File: config.mk
export PLATFORM = sky130hd
export DESIGN_NAME = pixel_streamer
export DESIGN_NICKNAME = d
export VERILOG_FILES = /design/src/rtl/cnn_pkg.sv /design/src/rtl/raster_counter.sv /design/src/rtl/pixel_streamer.sv
export SDC_FILE = /design/constraint.sdc
export NUM_CORES = 1
export LEC_CHECK = 0
export ABC_CLOCK_PERIOD_IN_PS = 8500
export CORE_ASPECT_RATIO = 1.5
export CORE_MARGIN = 1.5
export CORE_UTILIZATION = 40
export CTS_CLUSTER_DIAMETER = 30
export DETAILED_ROUTE_END_ITERATION = 16
export DONT_BUFFER_PORTS = 1
export GPL_TIMING_DRIVEN = 1
export SLEW_MARGIN = 20
export SYNTH_ARGS = -nofsm -noshare
export SYNTH_HDL_FRONTEND = slang
export SYNTH_HIERARCHICAL = 1
export SYNTH_SLANG_ARGS = --single-unit
File: constraint.sdc
create_clock -name clk -period 8.5 [get_ports clk]
set_input_delay 1.275 -clock clk [delete_from_list [all_inputs] [get_ports clk]]
set_output_delay 1.275 -clock clk [all_outputs]
set_load 0.05 [all_outputs]
File: src/rtl/cnn_pkg.sv
// -----------------------------------------------------------------------------
// cnn_pkg
// Shared definitions for the CNN1 datapath front end: default image geometry,
// pixel width, the frame-source state encoding and a counter-width helper.
// No ports (package).
// -----------------------------------------------------------------------------
package cnn_pkg;

    localparam int IMG_WIDTH_DEF  = 28;
    localparam int IMG_HEIGHT_DEF = 28;
    localparam int DATA_WIDTH_DEF = 8;

    localparam logic [1:0] ST_IDLE_ENC  = 2'd0;
    localparam logic [1:0] ST_ISSUE_ENC = 2'd1;
    localparam logic [1:0] ST_DRAIN_ENC = 2'd2;

    typedef enum logic [1:0] {
        ST_IDLE  = ST_IDLE_ENC,
        ST_ISSUE = ST_ISSUE_ENC,
        ST_DRAIN = ST_DRAIN_ENC
    } state_t;

    // Bits needed to count 0..n-1, never less than one bit.
    function automatic int cnt_width(input int n);
        return (n > 1) ? $clog2(n) : 1;
    endfunction

endpackage

File: src/rtl/raster_counter.sv
// -----------------------------------------------------------------------------
// raster_counter
// Row/column position counter walking a ROWS x COLS raster in row-major order.
// Advances one position per cycle with i_advance, wraps to (0,0) after the
// last position, and can be synchronously cleared.
//   i_clk, i_rst_n  : clock, asynchronous active-low reset
//   i_clear         : synchronous return to (0,0); wins over i_advance
//   i_advance       : step to the next raster position
//   o_row, o_col    : current position
//   o_row_last      : current position is the last column of its row
//   o_frame_last    : current position is the last position of the raster
// -----------------------------------------------------------------------------
module raster_counter
    import cnn_pkg::*;
#(
    parameter int ROWS  = IMG_HEIGHT_DEF,
    parameter int COLS  = IMG_WIDTH_DEF,
    parameter int ROW_W = cnt_width(ROWS),
    parameter int COL_W = cnt_width(COLS)
) (
    input  logic             i_clk,
    input  logic             i_rst_n,
    input  logic             i_clear,
    input  logic             i_advance,
    output logic [ROW_W-1:0] o_row,
    output logic [COL_W-1:0] o_col,
    output logic             o_row_last,
    output logic             o_frame_last
);

    logic [ROW_W-1:0] r_row;
    logic [COL_W-1:0] r_col;
    logic             w_row_last;
    logic             w_frame_last;

    // Flags decode the registered position, so they describe the position
    // being issued this cycle.
    always_comb begin
        w_row_last   = (r_col == COL_W'(COLS - 1));
        w_frame_last = w_row_last && (r_row == ROW_W'(ROWS - 1));
    end

    // Position register: clear, or step column-first with row/frame wrap.
    always_ff @(posedge i_clk or negedge i_rst_n) begin
        if (!i_rst_n) begin
            r_row <= {ROW_W{1'b0}};
            r_col <= {COL_W{1'b0}};
        end else if (i_clear) begin
            r_row <= {ROW_W{1'b0}};
            r_col <= {COL_W{1'b0}};
        end else if (i_advance) begin
            if (w_row_last) begin
                r_col <= {COL_W{1'b0}};
                if (w_frame_last) begin
                    r_row <= {ROW_W{1'b0}};
                end else begin
                    r_row <= r_row + {{(ROW_W-1){1'b0}}, 1'b1};
                end
            end else begin
                r_col <= r_col + {{(COL_W-1){1'b0}}, 1'b1};
                r_row <= r_row;
            end
        end else begin
            r_row <= r_row;
            r_col <= r_col;
        end
    end

    assign o_row        = r_row;
    assign o_col        = r_col;
    assign o_row_last   = w_row_last;
    assign o_frame_last = w_frame_last;

endmodule

File: src/rtl/pixel_streamer.sv
// -----------------------------------------------------------------------------
// pixel_streamer
// Frame source for the CNN1 convolution datapath. Reads one row-major image
// from a 1-cycle-latency synchronous RAM and emits it as a raster pixel stream,
// optionally surrounded by a PAD-wide zero border, honouring `enable` as a
// downstream stall.
//   clk, rst_n   : clock, asynchronous active-low reset
//   start        : level request for one frame, honoured only while idle
//   enable       : downstream ready; a beat transfers when pixel_valid=1
//   mem_rd_en    : RAM read strobe (interior positions only)
//   mem_addr     : RAM address, row*IMG_WIDTH + col of the stored image
//   mem_data     : RAM read data, valid the cycle after mem_rd_en
//   pixel_in     : streamed pixel (named after the line_buffer input)
//   pixel_valid  : beat valid, never high while enable=0
//   row_last     : beat is the last column of its emitted row
//   frame_last   : beat is the final beat of the frame
//   busy         : frame in progress
//   done         : one-cycle pulse in the cycle after the final beat
// -----------------------------------------------------------------------------
module pixel_streamer
    import cnn_pkg::*;
#(
    parameter int IMG_WIDTH  = IMG_WIDTH_DEF,
    parameter int IMG_HEIGHT = IMG_HEIGHT_DEF,
    parameter int DATA_WIDTH = DATA_WIDTH_DEF,
    parameter int PAD        = 0,
    parameter int ADDR_WIDTH = 10
) (
    input  logic                  clk,
    input  logic                  rst_n,
    input  logic                  start,
    input  logic                  enable,
    output logic                  mem_rd_en,
    output logic [ADDR_WIDTH-1:0] mem_addr,
    input  logic [DATA_WIDTH-1:0] mem_data,
    output logic [DATA_WIDTH-1:0] pixel_in,
    output logic                  pixel_valid,
    output logic                  row_last,
    output logic                  frame_last,
    output logic                  busy,
    output logic                  done
);

    localparam int OUT_ROWS = IMG_HEIGHT + 2 * PAD;
    localparam int OUT_COLS = IMG_WIDTH + 2 * PAD;
    localparam int ROW_W    = cnt_width(OUT_ROWS);
    localparam int COL_W    = cnt_width(OUT_COLS);

    // Position counter outputs
    logic [ROW_W-1:0]      w_row;
    logic [COL_W-1:0]      w_col;
    logic                  w_pos_row_last;
    logic                  w_pos_frame_last;

    // Issue-side decode
    logic                  w_start_frame;
    logic                  w_issue;
    logic                  w_border;
    logic [ADDR_WIDTH-1:0] w_img_row;
    logic [ADDR_WIDTH-1:0] w_img_col;
    logic [ADDR_WIDTH-1:0] w_addr;

    // Return-side beat selection
    logic                  w_beat_vld;
    logic                  w_xfer;
    logic [DATA_WIDTH-1:0] w_s1_data;
    logic [DATA_WIDTH-1:0] w_beat_data;
    logic                  w_beat_row_last;
    logic                  w_beat_frame_last;

    // Control state
    state_t                r_state;
    logic                  r_busy;
    logic                  r_done;

    // Return stage: the position issued in the previous cycle
    logic                  r_s1_vld;
    logic                  r_s1_border;
    logic                  r_s1_row_last;
    logic                  r_s1_frame_last;

    // Hold register: a returned beat that met enable=0
    logic                  r_hold_vld;
    logic [DATA_WIDTH-1:0] r_hold_data;
    logic                  r_hold_row_last;
    logic                  r_hold_frame_last;

    raster_counter #(
        .ROWS  (OUT_ROWS),
        .COLS  (OUT_COLS),
        .ROW_W (ROW_W),
        .COL_W (COL_W)
    ) u_pos (
        .i_clk        (clk),
        .i_rst_n      (rst_n),
        .i_clear      (w_start_frame),
        .i_advance    (w_issue),
        .o_row        (w_row),
        .o_col        (w_col),
        .o_row_last   (w_pos_row_last),
        .o_frame_last (w_pos_frame_last)
    );

    // A pending beat is always delivered in any cycle with enable=1, so with
    // enable=1 the stage is free for a new position in the same cycle. This
    // keeps a stall of N cycles costing exactly N cycles of throughput.
    always_comb begin
        w_start_frame = (r_state == ST_IDLE) && start;
        w_issue       = (r_state == ST_ISSUE) && enable;
    end

    // With PAD in {0,1} the border is exactly the outermost ring of the
    // emitted raster, so equality tests suffice and no underflowing
    // subtraction is ever compared.
    always_comb begin
        w_border = 1'b0;
        if (PAD != 0) begin
            w_border = (w_row == {ROW_W{1'b0}}) || (w_row == ROW_W'(OUT_ROWS - 1)) ||
                       (w_col == {COL_W{1'b0}}) || (w_col == COL_W'(OUT_COLS - 1));
        end else begin
            w_border = 1'b0;
        end
    end

    // Stored-image coordinates; only consumed for interior positions, where
    // the subtraction cannot wrap.
    always_comb begin
        w_img_row = ADDR_WIDTH'(w_row) - ADDR_WIDTH'(PAD);
        w_img_col = ADDR_WIDTH'(w_col) - ADDR_WIDTH'(PAD);
        w_addr    = (w_img_row * ADDR_WIDTH'(IMG_WIDTH)) + w_img_col;
    end

    // The read decision depends on this cycle's enable, so the strobe and
    // address are decoded from registered state plus enable.
    always_comb begin
        mem_rd_en = w_issue && !w_border;
        if (w_issue && !w_border) begin
            mem_addr = w_addr;
        end else begin
            mem_addr = {ADDR_WIDTH{1'b0}};
        end
    end

    // Select the beat on offer: the held beat first, else the returning one.
    // Stage and hold are never both valid, since nothing issues while a beat
    // sits undelivered.
    always_comb begin
        w_s1_data         = r_s1_border ? {DATA_WIDTH{1'b0}} : mem_data;
        w_beat_vld        = r_s1_vld || r_hold_vld;
        w_xfer            = w_beat_vld && enable;
        w_beat_data       = {DATA_WIDTH{1'b0}};
        w_beat_row_last   = 1'b0;
        w_beat_frame_last = 1'b0;
        if (r_hold_vld) begin
            w_beat_data       = r_hold_data;
            w_beat_row_last   = r_hold_row_last;
            w_beat_frame_last = r_hold_frame_last;
        end else if (r_s1_vld) begin
            w_beat_data       = w_s1_data;
            w_beat_row_last   = r_s1_row_last;
            w_beat_frame_last = r_s1_frame_last;
        end else begin
            w_beat_data       = {DATA_WIDTH{1'b0}};
            w_beat_row_last   = 1'b0;
            w_beat_frame_last = 1'b0;
        end
    end

    assign pixel_valid = w_xfer;
    assign pixel_in    = w_xfer ? w_beat_data : {DATA_WIDTH{1'b0}};
    assign row_last    = w_xfer && w_beat_row_last;
    assign frame_last  = w_xfer && w_beat_frame_last;

    // Return stage and hold register: tag each issued position, park a
    // returning beat that cannot transfer, release it when enable returns.
    always_ff @(posedge clk or negedge rst_n) begin
        if (!rst_n) begin
            r_s1_vld          <= 1'b0;
            r_s1_border       <= 1'b0;
            r_s1_row_last     <= 1'b0;
            r_s1_frame_last   <= 1'b0;
            r_hold_vld        <= 1'b0;
            r_hold_data       <= {DATA_WIDTH{1'b0}};
            r_hold_row_last   <= 1'b0;
            r_hold_frame_last <= 1'b0;
        end else begin
            r_s1_vld        <= w_issue;
            r_s1_border     <= w_border;
            r_s1_row_last   <= w_pos_row_last;
            r_s1_frame_last <= w_pos_frame_last;
            if (r_s1_vld && !enable) begin
                r_hold_vld        <= 1'b1;
                r_hold_data       <= w_s1_data;
                r_hold_row_last   <= r_s1_row_last;
                r_hold_frame_last <= r_s1_frame_last;
            end else if (r_hold_vld && enable) begin
                r_hold_vld        <= 1'b0;
                r_hold_data       <= r_hold_data;
                r_hold_row_last   <= r_hold_row_last;
                r_hold_frame_last <= r_hold_frame_last;
            end else begin
                r_hold_vld        <= r_hold_vld;
                r_hold_data       <= r_hold_data;
                r_hold_row_last   <= r_hold_row_last;
                r_hold_frame_last <= r_hold_frame_last;
            end
        end
    end

    // Frame control FSM with registered busy/done.
    always_ff @(posedge clk or negedge rst_n) begin
        if (!rst_n) begin
            r_state <= ST_IDLE;
            r_busy  <= 1'b0;
            r_done  <= 1'b0;
        end else begin
            case (r_state)
                ST_IDLE: begin
                    r_done <= 1'b0;
                    if (start) begin
                        r_state <= ST_ISSUE;
                        r_busy  <= 1'b1;
                    end else begin
                        r_state <= ST_IDLE;
                        r_busy  <= 1'b0;
                    end
                end
                ST_ISSUE: begin
                    r_done <= 1'b0;
                    r_busy <= 1'b1;
                    if (w_issue && w_pos_frame_last) begin
                        r_state <= ST_DRAIN;
                    end else begin
                        r_state <= ST_ISSUE;
                    end
                end
                ST_DRAIN: begin
                    // Only the final beat can be pending here.
                    if (w_xfer) begin
                        r_state <= ST_IDLE;
                        r_busy  <= 1'b0;
                        r_done  <= 1'b1;
                    end else begin
                        r_state <= ST_DRAIN;
                        r_busy  <= 1'b1;
                        r_done  <= 1'b0;
                    end
                end
                default: begin
                    r_state <= ST_IDLE;
                    r_busy  <= 1'b0;
                    r_done  <= 1'b0;
                end
            endcase
        end
    end

    assign busy = r_busy;
    assign done = r_done;

endmodule
==> metrics.txt <==
status=completed; crit share post-route=between 50% and 60%; drt via density=5.85; Hold Path Class=register to register; Hold Fails Final Rpt=0; combinational family with the most area after synthesis=simple AND/OR/NAND/NOR gates; first-pass GRT wire length=6300 um; initial core utilization=41.6%; Seq/Total Area, Yosys=37.4%; clock sink count=28; Total Routing Usage GR=15.8%; Clock Tree Buf Depth=2; Worst Clk Skew=0.00760 ns; power density cells=approximately 210 nW/um^2; cell area after synthesis=1880 sq um; TritonCTS clock tree=done; arrival time worst endpoint=3.61 ns; Ports=36; drt wl/cell=16.1 um; adder-cell share of the synthesized area=between 10% and 20%; cells after synthesis=187; crit path kind=register to output port; # diodes=0; post-route setup TNS=0 ns; Die W=between 50 and 60 um; detailed-route via count=1,374; Peak VDD IR=0.000135 V; sw frac=41.4%; Post-Place Setup Slack=3.90 ns; Final Setup Violations=0; final net count=~220; most common cell after layout, fill and taps aside=dfrtp_1; Max Fclk=a little over 200 MHz; aggregate global routing overflow=0; # Post-CTS Setup Buffers=0; Clock Power Share=approximately a fifth; Power Internal=between 200 and 250 uW; final worst path period need=4.89 ns; hpwl dp=2870 um; initial antenna violation count=0; Placer Congestion=between 0.7 and 0.8; post-synthesis compound-gate area fraction=14.5%; Final WS setup=approximately 3.6 ns; Synth cell types=40; commonest non-fill, non-tap cells in the layout=28 x dfrtp_1, 14 x nor2b_1, 12 x ha_1; DRC=0; Worst setup EP type=output port; Post-Synth Simple-Gate Area=19.7%; hold_buf cts=0; switching power=174 uW; Sequential Power Share=43.2%; Total Wirelength=3790 um; # resized after CTS=0; Synth Register Bits=28; Synth Area per Inst=10.0 sq um; Slew @ Worst Pin=1.03 ns; area occupied by multi-input gates=around 1100 sq um; die footprint=5120 sq um; Slew Viols, Final=0; RSZ-0062 raised after global routing=no; H-tree depth=1; post-synthesis xor/xnor area fraction=3.74%; max_slew headroom=31.8%; Area Growth Syn to Fin=5.87%; vias in the first global route=1,390; share of layout cells above drive strength 1=between 10 and 15%; # rows=30; multiplexer area fraction after synthesis=6.54%; Die H=just under 90 um; synth warn=6; CP Max Fanout=9; Setup crit start kind=register; crit path cell chain=fa_1 -> ha_1 -> fa_1 -> a21oi_1 -> o21bai_1 -> xor2_1 -> or3_1 -> a21oi_1; CTS Root Cell=clkbuf_8; initial DRC count=29; 1st-pass router iterations=4; Clock Latency Late Sink=around 0.27 ns; Worst EP required=7.22 ns; CORE AREA=4500 sq um; max incr delay on CP=0.82 ns; TritonCTS Buffers=3; Syn Nets=217; Clock transition at path regs=about 0.090 ns; Port Buf Inserts=0; DP Area=1930 sq um; post-layout instance area=1990 sq um; register area=701 sq um; Routed Antenna Nets=0; slowest cell on the critical path=a21oi_1; combinational power share=37.5%; max_cap viols=0; # fillers=468; largest net degree at the start of global routing=29; Static Leakage=0.878 nW
[Yosys cell counts (all sizes together)]
master,instances,area [sq um]
or4,1,7.51
a21oi,12,71.3
nand3,3,20.0
xnor2,2,17.5
a31oi,3,18.8
xor2,6,52.6
and4,1,8.76
nor3b,2,15.0
nor2,9,33.8
o32ai,1,8.76
or3,2,12.5
a22oi,10,75.1
clkbuf,5,18.8
a211oi,2,15.0
fa,6,120
o31ai,2,15.0
nand3b,3,22.5
nor3,2,10.0
a211o,1,8.76
mux2,10,113
and3,1,6.26
or2,1,6.26
and2,3,18.8
a21o,2,15.0
mux2i,1,10.0
nand2,10,37.5
o21bai,2,15.0
ha,12,150
dfrtp,28,701
nor2b,14,87.6
nand4b,3,26.3
nand4,2,12.5
nand2b,6,45.0
buf,2,8.75
inv,11,41.3
o21ai,6,30.0
[critical path: cells and delay by family, from the launching register on]
| family | cells | cell delay, ns |
|---|---|---|
| AND/OR/NAND/NOR | 1 | 0.38 |
| AO/OA/AOI/OAI | 3 | 1.07 |
| XOR/XNOR | 1 | 0.18 |
| flip-flops | 1 | 0.59 |
| adder cells (fa/ha/maj) | 3 | 1.13 |
[flip-flops by register name (all words and copies together), names as in the netlist]
name / cells
done: 1
r_hold_data: 8
r_s1_frame_last: 1
busy: 1
r_hold_frame_last: 1
u_pos/o_row: 5
r_hold_row_last: 1
r_s1_row_last: 1
r_state: 2
r_hold_vld: 1
u_pos/o_col: 5
r_s1_vld: 1
[area by class of cell]
| type | count | area share (%) |
|---|---|---|
| clock buffer | 4 | 2.77 |
| sequential | 28 | 35.3 |
| multi-input combinational | 141 | 55.7 |
| tap | 48 | 3.02 |
| inverter | 11 | 2.08 |
| timing repair buffer | 3 | 1.13 |
[power by group through the flow]
stage                     Sequential (mW)  Combinational (mW)  Clock, mW
after floorplan                     0.174               0.139          0
after global placement              0.181               0.156          0
after detailed placement            0.183               0.160          0
after CTS                           0.181               0.160     0.0844
after global routing                0.185               0.174     0.0909
final                               0.182               0.158     0.0812
[cell families (layout without fill, tap and decap cells)]
kind of cell / Yosys count / count (layout)
multiplexers: 11 / 11
buffers and inverters: 18 / 18
adder cells (fa/ha/maj): 18 / 18
flip-flops: 28 / 28
XOR/XNOR: 8 / 8
AO/OA/AOI/OAI: 41 / 41
AND/OR/NAND/NOR: 63 / 63
[through the flow]
step                hold WS [ns]  util (%)  cells  total power, mW
finish                     0.514      44.1    235            0.420
global route               0.535      44.1    235            0.450
CTS                        0.516      44.1    235            0.425
detailed placement         0.495      42.9    231            0.343
global placement           0.487      42.9    231            0.337
floorplan                  0.480         -    187            0.313
[path summary, 6_finish.rpt]
path                                   startpoint                 to  slack, ns  depth (start not counted)
worst max-delay path               u_pos/o_row[2]        mem_addr[8]       3.61                          8
worst min-delay path            r_hold_frame_last  r_hold_frame_last       0.51                          1
worst max register to register         r_state[0]     u_pos/o_row[4]       6.04                          6
worst min register to register  r_hold_frame_last  r_hold_frame_last       0.51                          1
max in group asynchronous                   rst_n     u_pos/o_row[2]       7.74                          0
min in group asynchronous                   rst_n     r_hold_data[4]       0.68                          0
[routing by layer]
| layer | track usage [%] | vias up | share of wire, % |
|---|---|---|---|
| met2 | 30.2 | 28 | 54 |
| met1 | 17.1 | 686 | 41 |
| met3 | 1.63 | 5 | 2.8 |
| met4 | 6.20 | 0 | 1.8 |
| met5 | 0 | - | 0 |
| li1 | - | 655 | - |
Power figures use the tool's default switching activity.
